**src/rtl/echo_pkg.sv**
```systemverilog
// Shared types, default widths and the saturating mix helper for the echo controller.
package echo_pkg;

  localparam int ADDR_W_DEF     = 13;
  localparam int DATA_W_DEF     = 10;
  localparam int GAIN_W_DEF     = 4;
  localparam int GAIN_SHIFT_DEF = 4;
  localparam int MID            = 2 ** (DATA_W_DEF - 1);

  typedef enum logic [2:0] {INIT, CLEAR, IDLE, READ, WRITE} state_t;

  // Clamp a signed mix to the sample range and return it in offset binary.
  function automatic int sat_mix(input int m, input int data_w);
    int half;
    int c;
    half = 1 << (data_w - 1);
    if (m > half - 1)   c = half - 1;
    else if (m < -half) c = -half;
    else                c = m;
    return c + half;
  endfunction

endpackage

```
**src/rtl/echo_mix.sv**
```systemverilog
// Combinational echo mixer: input sample plus gain-scaled delayed sample, saturated.
module echo_mix
  import echo_pkg::*;
#(
  parameter int DATA_W     = DATA_W_DEF,
  parameter int GAIN_W     = GAIN_W_DEF,
  parameter int GAIN_SHIFT = GAIN_SHIFT_DEF
) (
  input  logic [DATA_W-1:0] sample_q,
  input  logic [DATA_W-1:0] del_q,
  input  logic [GAIN_W-1:0] gain_q,
  output logic [DATA_W-1:0] mix
);

  localparam int M_W = DATA_W + GAIN_W + 1;
  localparam logic signed [M_W-1:0] MID_W = M_W'(2 ** (DATA_W - 1));

  logic signed [M_W-1:0] s_in;
  logic signed [M_W-1:0] s_del;
  logic signed [M_W-1:0] g_s;
  logic signed [M_W-1:0] prod;
  logic signed [M_W-1:0] m;

  always_comb begin
    s_in  = $signed(M_W'(sample_q)) - MID_W;
    s_del = $signed(M_W'(del_q)) - MID_W;
    g_s   = $signed(M_W'(gain_q));
    prod  = s_del * g_s;
    // Arithmetic shift rounds toward -inf, matching the intended floor scaling.
    m     = s_in + (prod >>> GAIN_SHIFT);
    mix   = DATA_W'(sat_mix(int'(m), DATA_W));
  end

endmodule

```
**src/rtl/echo_ctrl.sv**
```systemverilog
// Circular-buffer controller for the echo RAM: clear after reset, then read-delayed /
// mix / write-back for every accepted sample.
module echo_ctrl
  import echo_pkg::*;
#(
  parameter int ADDR_W     = ADDR_W_DEF,
  parameter int DATA_W     = DATA_W_DEF,
  parameter int GAIN_W     = GAIN_W_DEF,
  parameter int GAIN_SHIFT = GAIN_SHIFT_DEF,
  parameter bit CLEAR_EN   = 1'b1
) (
  input  logic              clk,
  input  logic              reset_n,
  input  logic              sample_valid,
  input  logic [DATA_W-1:0] sample_in,
  input  logic [ADDR_W-1:0] delay,
  input  logic [GAIN_W-1:0] gain,
  output logic              ready,
  output logic              out_valid,
  output logic [DATA_W-1:0] out_sample,
  output logic              overrun,
  output logic              mem_we,
  output logic [ADDR_W-1:0] mem_a,
  output logic [DATA_W-1:0] mem_wd,
  input  logic [DATA_W-1:0] mem_rd
);

  localparam logic [DATA_W-1:0] MID_V  = DATA_W'(2 ** (DATA_W - 1));
  localparam logic [ADDR_W-1:0] LAST_A = '1;

  state_t              state, state_nx;
  logic [ADDR_W-1:0]   wr_ptr, clr_cnt, delay_q;
  logic [DATA_W-1:0]   sample_q, del_q, mix;
  logic [GAIN_W-1:0]   gain_q;

  echo_mix #(
    .DATA_W     (DATA_W),
    .GAIN_W     (GAIN_W),
    .GAIN_SHIFT (GAIN_SHIFT)
  ) u_mix (
    .sample_q (sample_q),
    .del_q    (del_q),
    .gain_q   (gain_q),
    .mix      (mix)
  );

  // NOTE: sequential state uses non-blocking assignments so every register samples pre-edge values.
  always_ff @(posedge clk or negedge reset_n) begin
    if (!reset_n) state <= INIT;
    else          state <= state_nx;
  end

  // Outputs decode the registered state, so mem_we falls the instant reset_n asserts.
  always_comb begin
    // NOTE: every output gets a default first so no path through the case infers a latch.
    state_nx = state;
    ready    = 1'b0;
    mem_we   = 1'b0;
    mem_a    = '0;
    mem_wd   = MID_V;
    unique case (state)
      INIT:  state_nx = CLEAR_EN ? CLEAR : IDLE;
      CLEAR: begin
        mem_we = 1'b1;
        mem_a  = clr_cnt;
        if (clr_cnt == LAST_A) state_nx = IDLE;
      end
      IDLE: begin
        ready = 1'b1;
        if (sample_valid) state_nx = READ;
      end
      READ: begin
        mem_a    = wr_ptr - delay_q;
        state_nx = WRITE;
      end
      WRITE: begin
        mem_we   = 1'b1;
        mem_a    = wr_ptr;
        mem_wd   = mix;
        state_nx = IDLE;
      end
      default: state_nx = INIT;
    endcase
  end

  // NOTE: the sample RAM itself has no reset; the CLEAR pass scrubs it to midscale instead.
  always_ff @(posedge clk or negedge reset_n) begin
    if (!reset_n) begin
      wr_ptr     <= '0;
      clr_cnt    <= '0;
      delay_q    <= '0;
      gain_q     <= '0;
      sample_q   <= MID_V;
      del_q      <= MID_V;
      out_sample <= MID_V;
      out_valid  <= 1'b0;
      overrun    <= 1'b0;
    end else begin
      out_valid <= (state == WRITE);
      if (sample_valid && !ready) overrun <= 1'b1;
      if (state == CLEAR) clr_cnt <= clr_cnt + ADDR_W'(1);
      if (sample_valid && ready) begin
        sample_q <= sample_in;
        delay_q  <= delay;
        gain_q   <= gain;
      end
      if (state == READ) del_q <= mem_rd;
      if (state == WRITE) begin
        out_sample <= mix;
        wr_ptr     <= wr_ptr + ADDR_W'(1);
      end
    end
  end

endmodule

```
**config.mk**
```make
export PLATFORM = sky130hd
export DESIGN_NAME = echo_ctrl
export DESIGN_NICKNAME = d
export VERILOG_FILES = /design/src/rtl/echo_pkg.sv /design/src/rtl/echo_mix.sv /design/src/rtl/echo_ctrl.sv
export SDC_FILE = /design/constraint.sdc
export NUM_CORES = 1
export LEC_CHECK = 0
export ABC_CLOCK_PERIOD_IN_PS = 10100
export BUFFER_PORTS_ARGS = -buffer_cell sky130_fd_sc_hd__buf_2
export CORE_MARGIN = 4
export CORE_UTILIZATION = 45
export CTS_BUF_LIST = sky130_fd_sc_hd__clkbuf_8
export DETAILED_ROUTE_END_ITERATION = 7
export GPL_TIMING_DRIVEN = 0
export PLACE_DENSITY_LB_ADDON = 0.2
export SYNTH_ARGS = -nofsm -noshare
export SYNTH_HDL_FRONTEND = slang
export SYNTH_SLANG_ARGS = --single-unit
```
**constraint.sdc**
```tcl
create_clock -name clk -period 10.1 [get_ports clk]
set_input_delay 3.03 -clock clk [delete_from_list [all_inputs] [get_ports clk]]
set_output_delay 3.03 -clock clk [all_outputs]
set_load 0.05 [all_outputs]
```
==> results.json, run 1 <==
{
  "status": "complete, no violations",
  "reg2regPathDepth": 24,
  "syn_inst": 660,
  "path_class": "flip-flop to output pin",
  "endpoint": "mem_wd[4]",
  "fmax_mhz": 103,
  "layout_commonest_cell": "nand2_1",
  "hold_violations": 0,
  "setup_slack_ns": 0.390,
  "hp-class": "flip-flop to flip-flop",
  "final_util_pct": 53.0,
  "place_hpwl_mm": 11.2,
  "drt_iter0_drc": 262,
  "instances_no_fill": 924,
  "peakVddDrop_uv": 81.4,
  "slew_violations": 0,
  "power.density_nw_per_um2": 84.5,
  "met2_usage_pct": 32.8,
  "initial_core_util_pct": 46.5,
  "antenna_left": 0,
  "rr_endpoint": "out_sample[1]",
  "critPathArrivalTime_ns": 6.68,
  "setup_violations": 0,
  "wirelength_mm": 14.1,
  "slew_headroom_pct": 53.2,
  "synthTopCellsByArea": "dfrtp_1 32%, ha_1 11%, fa_1 7.4%",
  "routed_via_density": 5.28,
  "first_pass_iters": 4,
  "grt_use_met1_pct": 26.0,
  "yosysSeqAreaShare_pct": 32.9,
  "dr_total_vias": 4882,
  "syn_avg_cell_area_um2": 9.00,
  "routedWlPerCell_um": 15.2,
  "cts_hold_buf": 0,
  "crit_required_ns": 7.07,
  "cp_max_fo": 10,
  "rrSetupSlack_ns": 3.91,
  "min_period_ns": 9.71,
  "grt_use_met3_pct": 4.29,
  "drive_gt1_share_pct": 16.5,
  "grt_pass1_wl_mm": 23.5,
  "fp.dieW_um": 123,
  "yosysWarnings": 0,
  "dieArea_um2": 15100,
  "timing.rr.start": "gain_q[3]",
  "clkSinkCount": 78,
  "cts_made_buffers": 9,
  "io_pins": 77,
  "drc": 0,
  "cts_max_level": 3,
  "cap_violations": 0,
  "cts_root_buffer": "clkbuf_8",
  "antenna_cells": 0,
  "die_h_um": 123,
  "synth_cell_types": 58,
  "clockBufferDepth": 2,
  "setup_tns_ns": 0,
  "grt_setup_unrepaired": "no",
  "synthFlopType": "dfrtp_1",
  "leakage_nw": 3.55,
  "grt_overflow": 0,
  "cp-start-kind": "flip-flop",
  "layout_common_cells": "102 x nand2_1, 75 x buf_2, 75 x dfrtp_1, 57 x inv_1, 51 x ha_1",
  "syn_to_final_growth_pct": 14.1,
  "synth_top_cell_area_share_pct": 31.6,
  "grt_max_degree": 68,
  "synth_edf_count": 0,
  "ys_seq_elements": 78,
  "crit_start": "gain_q[3]",
  "whs_ns": 0.487,
  "clk_latency_ns": 0.38,
  "worst_pin_slew_ns": 0.702,
  "netlist_area_um2": 5940,
  "port_buffers": 76,
  "grt-busiest-layer": "met2",
  "gp_congestion": 0.890,
  "placedCellCount": 909,
  "grt_usage_pct": 19.8,
  "clock_skew_ns": 0.0161,
  "post-place-ws_ns": 0.782,
  "grt_pass1_vias": 4824,
  "core_area_um2": 12800,
  "clk_pin_slew_ns": 0.09,
  "cp-end-kind": "output pin",
  "ys_async_sr_fraction_pct": 100,
  "syn_nets": 773,
  "std_cell_rows": 41,
  "nets": 860,
  "yosysTopAreaCell": "dfrtp_1",
  "period_share_pct": 96.1,
  "antenna_found_initial": 0,
  "cts_tree": "yes"
}
-- Yosys cell counts, types with 3 or more instances --
cell type / count
a211oi_1: 4
a21o_1: 6
a21oi_1: 24
a22oi_1: 7
a31oi_1: 7
and2_1: 32
and3_1: 7
buf_2: 3
clkbuf_1: 15
dfrtp_1: 75
dfstp_2: 3
fa_1: 22
ha_1: 51
inv_1: 56
mux2_2: 16
mux2i_1: 3
nand2_1: 102
nand2b_1: 14
nand3_1: 9
nand4_1: 7
nor2_1: 28
nor2b_1: 6
nor3_1: 12
o211ai_1: 4
o21a_1: 7
o21ai_0: 46
o31ai_1: 8
or2_2: 3
xnor2_1: 31
xor2_1: 16
-- power by group --
| part | switching [mW] | internal, mW | total (mW) |
|---|---|---|---|
| Combinational | 0.00845 | 0.00660 | 0.0151 |
| Clock | 0.119 | 0.126 | 0.245 |
| Sequential | 0.00000000000000000447 | 0.312 | 0.312 |
| Total | 0.128 | 0.444 | 0.572 |
-- worst min-delay path by stage --
stage / from / endpoint / slack, ns / depth (start not counted)
4_1_cts: out_sample[9] / out_sample[9] / 0.49 / 2
5_1_grt: clr_cnt[8] / clr_cnt[8] / 0.53 / 1
3_5_place_dp: overrun / overrun / 0.46 / 1
2_1_floorplan: del_q[9] / del_q[9] / 0.46 / 2
3_3_place_gp: overrun / overrun / 0.46 / 1
6_report: overrun / overrun / 0.49 / 1
-- critical path: stages, from the launching register on --
cell and delay (ns):
dfrtp_1 0.38, clkbuf_1 0.19, and2_1 0.19, ha_1 0.27, inv_1 0.05, fa_1 0.50, fa_1 0.55, inv_1 0.04
ha_1 0.33, a21oi_1 0.20, o22ai_2 0.12, o41a_1 0.39, a41o_1 0.31, o21a_1 0.20, nor2_1 0.13, xnor2_1 0.15
ha_1 0.31, and3_1 0.20, and3_1 0.18, a211o_1 0.36, a21o_1 0.22, a21oi_2 0.19, o21ai_1 0.13, buf_2 0.21
o21ai_0 0.21, buf_2 0.30
-- layout make-up --
cell class / count / area (um2)
buffer: 19 / 82.6
clock buffer: 11 / 151
clock inverter: 5 / 48.8
fill: 1193 / 6000
inverter: 57 / 214
multi-input combinational: 505 / 3690
sequential: 78 / 1960
tap: 172 / 215
timing repair buffer: 77 / 418
-- repair_timing --
item                                   in CTS  in global routing
setup endpoints to repair                   0                  7
resized for setup                           0                  7
setup buffers                               0                  0
endpoints found under the hold margin       0                  0
-- through the flow --
stage | power, mW | area, um2
after CTS | 0.580 | 6770
after detailed placement | 0.334 | 6570
after global routing | 0.597 | 6770
after floorplan | 0.319 | 5940
final | 0.572 | 6770
after global placement | 0.332 | 6540
-- logic make-up after synthesis --
| family | Yosys count | share of synthesized area (%) |
|---|---|---|
| and+or+nand+nor | 232 | 19.0 |
| buffers and inverters | 77 | 5.06 |
| AOI/OAI and AO/OA | 134 | 14.4 |
| muxes | 19 | 3.54 |
| DFF | 78 | 32.9 |
| xor gates and xnor gates | 47 | 6.93 |
| adders and majority gates | 73 | 18.2 |
-- registers in the layout, summed over array words and instances (netlist names) --
name	count
del_q	10
overrun	1
clr_cnt	13
out_valid	1
sample_q	10
state	3
out_sample	10
wr_ptr	13
gain_q	4
delay_q	13
-- metal layers --
layer / up-vias / wire length [um]
met1: 2351 / 6330
met3: 16 / 831
li1: 2408 / -
met5: - / 0
met2: 107 / 6700
met4: 0 / 225
Note: power is estimated with default switching activity, not from simulation.
==> inputs of run 2 (changes only) <==
ABC_CLOCK_PERIOD_IN_PS = 8900   (was 10100)
clock period = 8.9 ns   (was 10.1 ns; I/O delays follow)
==> run 2 against run 1 <==
Clock power is 14% higher. Clock skew is 0.00063 ns higher. Hold slack better by 0.0016 ns. Critical path depth is 2 lower. Final area is 4.3% higher. Sequential power is 13% higher. Clock-buffer cell count stayed put. Via count is 2.8% higher. Largest cell class unchanged. Largest power group unchanged. Highest routed layer unchanged.
==> results.json, run 2 (synthesized netlist as in run 1, its figures left out) <==
{
  "status": "complete, no violations",
  "drive_gt1_share_pct": 21.1,
  "drt_iter0_drc": 267,
  "clk_pin_slew_ns": 0.09,
  "drc": 0,
  "final_util_pct": 55.3,
  "grt_max_degree": 68,
  "antenna_left": 0,
  "layout_commonest_cell": "nand2_1",
  "first_pass_iters": 5,
  "std_cell_rows": 41,
  "peakVddDrop_uv": 92.2,
  "reg_top3": "clr_cnt: 13 flops, delay_q: 13 flops, wr_ptr: 13 flops",
  "core_area_um2": 12800,
  "hp-class": "flip-flop to flip-flop",
  "crit_required_ns": 6.23,
  "grt_usage_pct": 20.4,
  "hold_violations": 0,
  "critPathArrivalTime_ns": 6.06,
  "slew_headroom_pct": 53.4,
  "fp.dieW_um": 123,
  "grt_overflow": 0,
  "cap_violations": 0,
  "cts_max_level": 3,
  "setup_slack_ns": 0.173,
  "cp-start-kind": "flip-flop",
  "grt_setup_unrepaired": "no",
  "worst_pin_slew_ns": 0.700,
  "fmax_mhz": 115,
  "antenna_found_initial": 0,
  "multi_input_area_um2": 3830,
  "period_share_pct": 98.1,
  "nets": 875,
  "regArea_um2": 1960,
  "clockBufferDepth": 2,
  "grt-busiest-layer": "met2",
  "layout_common_cells": "102 x nand2_1, 73 x dfrtp_1, 69 x buf_2, 57 x inv_1, 47 x ha_1",
  "num-fill-cells": 1177,
  "antenna_cells": 0,
  "grt_pass1_vias": 4933,
  "path_class": "flip-flop to output pin",
  "post-place-ws_ns": -0.0581,
  "slew_violations": 0,
  "clk_latency_ns": 0.38,
  "syn_to_final_growth_pct": 18.9,
  "wirelength_mm": 14.8,
  "io_pins": 77,
  "routed_via_density": 5.35,
  "grt_use_met1_pct": 26.3,
  "hold_depth": 1,
  "cts_root_buffer": "clkbuf_8",
  "die_h_um": 123,
  "power.density_nw_per_um2": 92.1,
  "dr_total_vias": 5019,
  "gp_congestion": 0.890,
  "setup_violations": 0,
  "cts_tree": "yes",
  "cp-end-kind": "output pin",
  "clock_skew_ns": 0.0167,
  "cp_max_fo": 6,
  "clkSinkCount": 78,
  "cts_made_buffers": 9,
  "place_hpwl_mm": 11.2,
  "grt_pass1_wl_mm": 24.1,
  "port_buffers": 76,
  "min_period_ns": 8.73,
  "leakage_nw": 3.64,
  "grt_use_met3_pct": 4.42,
  "cts_hold_buf": 0,
  "routedWlPerCell_um": 15.7,
  "reg2regPathDepth": 22,
  "dieArea_um2": 15100,
  "initial_core_util_pct": 46.5,
  "met2_usage_pct": 34.3
}
[run 2: cell type report]
cell class,instances,share of cell area [%]
inverter,57,3.03
clock buffer,11,2.14
clock inverter,5,0.691
tap,172,3.05
timing repair buffer,93,7.92
multi-input combinational,505,54.2
sequential,78,27.7
buffer,18,1.26
[run 2: per-stage QoR]
stage	hold slack (ns)	cell area (um2)	std cells	TNS (ns)	total power [mW]
after detailed placement	0.465	6570	909	-0.214	0.379
final	0.488	7060	939	0	0.651
after global routing	0.525	7060	939	0	0.677
after global placement	0.460	6540	908	0	0.377
after floorplan	0.456	5940	660	-0.990	0.362
after CTS	0.487	6890	932	0	0.658
[run 2: final timing paths]
kind | from | end | slack (ns)
max | gain_q[2] | mem_wd[5] | 0.17
min | overrun | overrun | 0.49
max reg2reg | gain_q[2] | out_sample[6] | 3.27
min reg2reg | overrun | overrun | 0.49
max in group asynchronous | reset_n | del_q[9] | 6.15
min in group asynchronous | reset_n | out_sample[6] | 2.13
[run 2: critical path, cell delays in order (launching register included)]
cell and delay [ns]:
dfrtp_2 0.44, buf_4 0.16, and2_1 0.14, ha_1 0.31, fa_1 0.54, inv_1 0.06
fa_1 0.54, inv_1 0.06, ha_4 0.16, o41a_1 0.44, a41o_1 0.23, o21a_1 0.23
nor2_2 0.13, xnor2_1 0.14, ha_1 0.29, and3_4 0.17, and3_1 0.18, a211o_4 0.35
a21o_1 0.19, a21oi_2 0.19, o21ai_2 0.12, buf_6 0.16, o31ai_4 0.24, buf_6 0.19
[run 2: what timing repair did]
| item | 4_1_cts | 5_1_grt |
|---|---|---|
| cloned | 1 | 0 |
| pin swaps | 6 | 13 |
| setup endpoints to repair | 9 | 9 |
| gates resized for setup | 20 | 26 |
| buffers inserted | 8 | 7 |
[run 2: per-layer routing]
metal | routed length [um] | up-vias
met2 | 7120 | 117
li1 | - | 2442
met3 | 746 | 21
met1 | 6600 | 2439
met5 | 0 | -
met4 | 289 | 0
[run 2: where the power goes]
part | total (mW) | internal (mW) | switching (mW) | leakage [nW]
clock network | 0.280 | 0.143 | 0.137 | 0.110
logic | 0.0171 | 0.00749 | 0.00959 | 2.59
registers | 0.354 | 0.354 | 0.00000000000000000515 | 0.942
total | 0.651 | 0.504 | 0.147 | 3.64
==> inputs of run 3 (changes only) <==
CELL_PAD_IN_SITES_DETAIL_PLACEMENT = 0   (was default)
CELL_PAD_IN_SITES_GLOBAL_PLACEMENT = 1   (was default)
CORE_UTILIZATION = 42   (was 45)
HOLD_SLACK_MARGIN = 0.05   (was default)
==> run 3 against run 2 <==
Sequential share of layout area fell by 0.19 points. Clock skew fell by 0.0069 ns. First-iteration DRC count fell by 11%. Sequential power barely moved. Combinational power rose by 2%. Clock power rose by 13%. Final area rose by 0.69%. Global-route usage fell by 1.3 points. Power rose by 5.7%. Worst setup slack improved by 0.059 ns. Register-to-register slack improved by 0.05 ns. Die area rose by 6.7%. Critical endpoint unchanged. Largest cell class unchanged. Largest power group unchanged.
==> results.json, run 3 (synthesized netlist as in run 1, its figures left out) <==
{
  "cp_max_fo": 8,
  "hp-start": "overrun",
  "grt_usage_pct": 19.2,
  "drive_gt1_share_pct": 21.4,
  "crit_chain": "and2_1, ha_1, inv_2, fa_1, fa_1, inv_2, ha_4, a21oi_2, o22ai_2, o41a_1, a41o_1, o21a_1, nor2_2, xnor2_1, ha_1, and3_4, and3_4, a211o_4, a21o_1, a21oi_2, o21ai_2, buf_6, o31ai_4, buf_6",
  "clockBufferDepth": 2,
  "cpPeakStageDelay_ns": 0.54,
  "place_hpwl_mm": 11.5,
  "crit_required_ns": 6.23,
  "clk_pin_slew_ns": 0.08,
  "nets": 873,
  "antenna_left": 0,
  "drc": 0,
  "routedWlPerCell_um": 16.0,
  "slew_violations": 0,
  "path_class": "flip-flop to output pin",
  "clkSinkCount": 78,
  "io_pins": 77,
  "crit_start": "gain_q[2]",
  "syn_to_final_growth_pct": 19.8,
  "period_share_pct": 97.4,
  "dieArea_um2": 16100,
  "grt_pass1_wl_mm": 24.7,
  "dr_total_vias": 4911,
  "grt_overflow": 0,
  "cp-start-kind": "flip-flop",
  "routed_via_density": 5.20,
  "wirelength_mm": 15.1,
  "std_cell_rows": 43,
  "critical_path_buf_inv_count": 4,
  "cts_root_buffer": "clkbuf_8",
  "cp-end-kind": "output pin",
  "peakVddDrop_uv": 66.1,
  "clk_latency_ns": 0.37,
  "cts_tree": "yes",
  "timing.rr.start": "gain_q[2]",
  "leakage_nw": 3.65,
  "placedCellCount": 917,
  "cts_max_level": 3,
  "drt_iter0_drc": 237,
  "layout_commonest_cell": "nand2_1",
  "status": "complete, no violations",
  "antenna_cells": 0,
  "hp-class": "flip-flop to flip-flop",
  "power.density_nw_per_um2": 96.7,
  "hold_violations": 0,
  "cap_violations": 0,
  "slew_headroom_pct": 51.8,
  "fmax_mhz": 115,
  "layout_common_cells": "102 x nand2_1, 73 x dfrtp_1, 69 x buf_2, 55 x inv_1, 47 x ha_1",
  "grt_max_degree": 54,
  "antenna_found_initial": 0,
  "grt_pass1_vias": 4986,
  "critPathArrivalTime_ns": 6.00,
  "critPathTopFamily": "compound AO/OA/AOI/OAI gates",
  "clock_skew_ns": 0.00980,
  "instances_no_fill": 945,
  "gp_congestion": 0.900,
  "power_mw": 0.688,
  "setup_violations": 0,
  "port_buffers": 76,
  "min_period_ns": 8.67,
  "worst_pin_slew_ns": 0.724,
  "reg_top3": "clr_cnt: 13 flops, delay_q: 13 flops, wr_ptr: 13 flops",
  "cp_slowest_cell": "fa_1",
  "first_pass_iters": 4,
  "fp.dieW_um": 127,
  "die_h_um": 127,
  "setup_tns_ns": 0,
  "initial_core_util_pct": 42.8,
  "core_area_um2": 13900,
  "cts_made_buffers": 9
}
[run 3: metrics by stage]
step           util (%)  area (um2)  setup slack [ns]  hold slack [ns]
6_report           51.2        7110             0.232            0.483
5_1_grt            51.2        7110           -0.0384            0.505
4_1_cts            50.2        6960           0.00126            0.489
3_5_place_dp       47.4        6580            -0.129            0.469
3_3_place_gp       47.2        6550           -0.0635            0.454
2_1_floorplan         -        5940            -0.217            0.456
[run 3: routing by layer]
layer / up-vias / routed length (um) / global-route usage, %
met2: 64 / 7630 / 32.5
met3: 21 / 411 / 3.49
li1: 2439 / - / -
met4: 0 / 327 / 6.06
met5: - / 0 / 0
met1: 2387 / 6740 / 24.9
[run 3: layout make-up]
class,instances,area [um2]
plain buffers,18,90.1
well taps,180,225
clock buffers,12,165
fillers,1325,6770
clock inverters,4,68.8
inverters,57,214
repair buffers,91,556
multi-input cells,505,3840
flip-flops and latches,78,1960
[run 3: repair_timing]
action | CTS | global route
cloned | 1 | 0
gates resized for setup | 20 | 34
buffers inserted | 11 | 2
pin swaps | 6 | 21
setup endpoints to repair | 9 | 9
hold buffers | 0 | 0
[run 3: worst register-to-register path, delay by kind of cell, from the launching register on]
family                     cells  cell delay [ns]
AOI/OAI and AO/OA             10             2.13
xor gates and xnor gates       1             0.14
adders and majority gates      5             1.80
buffers and inverters          3             0.32
DFF                            1             0.45
and+or+nand+nor                4             0.63
[run 3: path summary, 6_finish.rpt]
check / to / slack [ns] / cells past startpoint
hold reg to reg: overrun / 0.48 / 1
hold / removal: overrun / 0.48 / 1
min in group asynchronous: gain_q[3] / 2.22 / 1
setup reg to reg: out_sample[1] / 3.32 / 23
max in group asynchronous: del_q[9] / 6.05 / 2
setup / recovery: mem_wd[5] / 0.23 / 24
[run 3: report_power, final]
part                   switching [mW]  internal, mW  total [mW]
sequential     0.00000000000000000466         0.354       0.354
combinational                  0.0100       0.00749      0.0175
clock                           0.136         0.180       0.316
total                           0.146         0.541       0.688
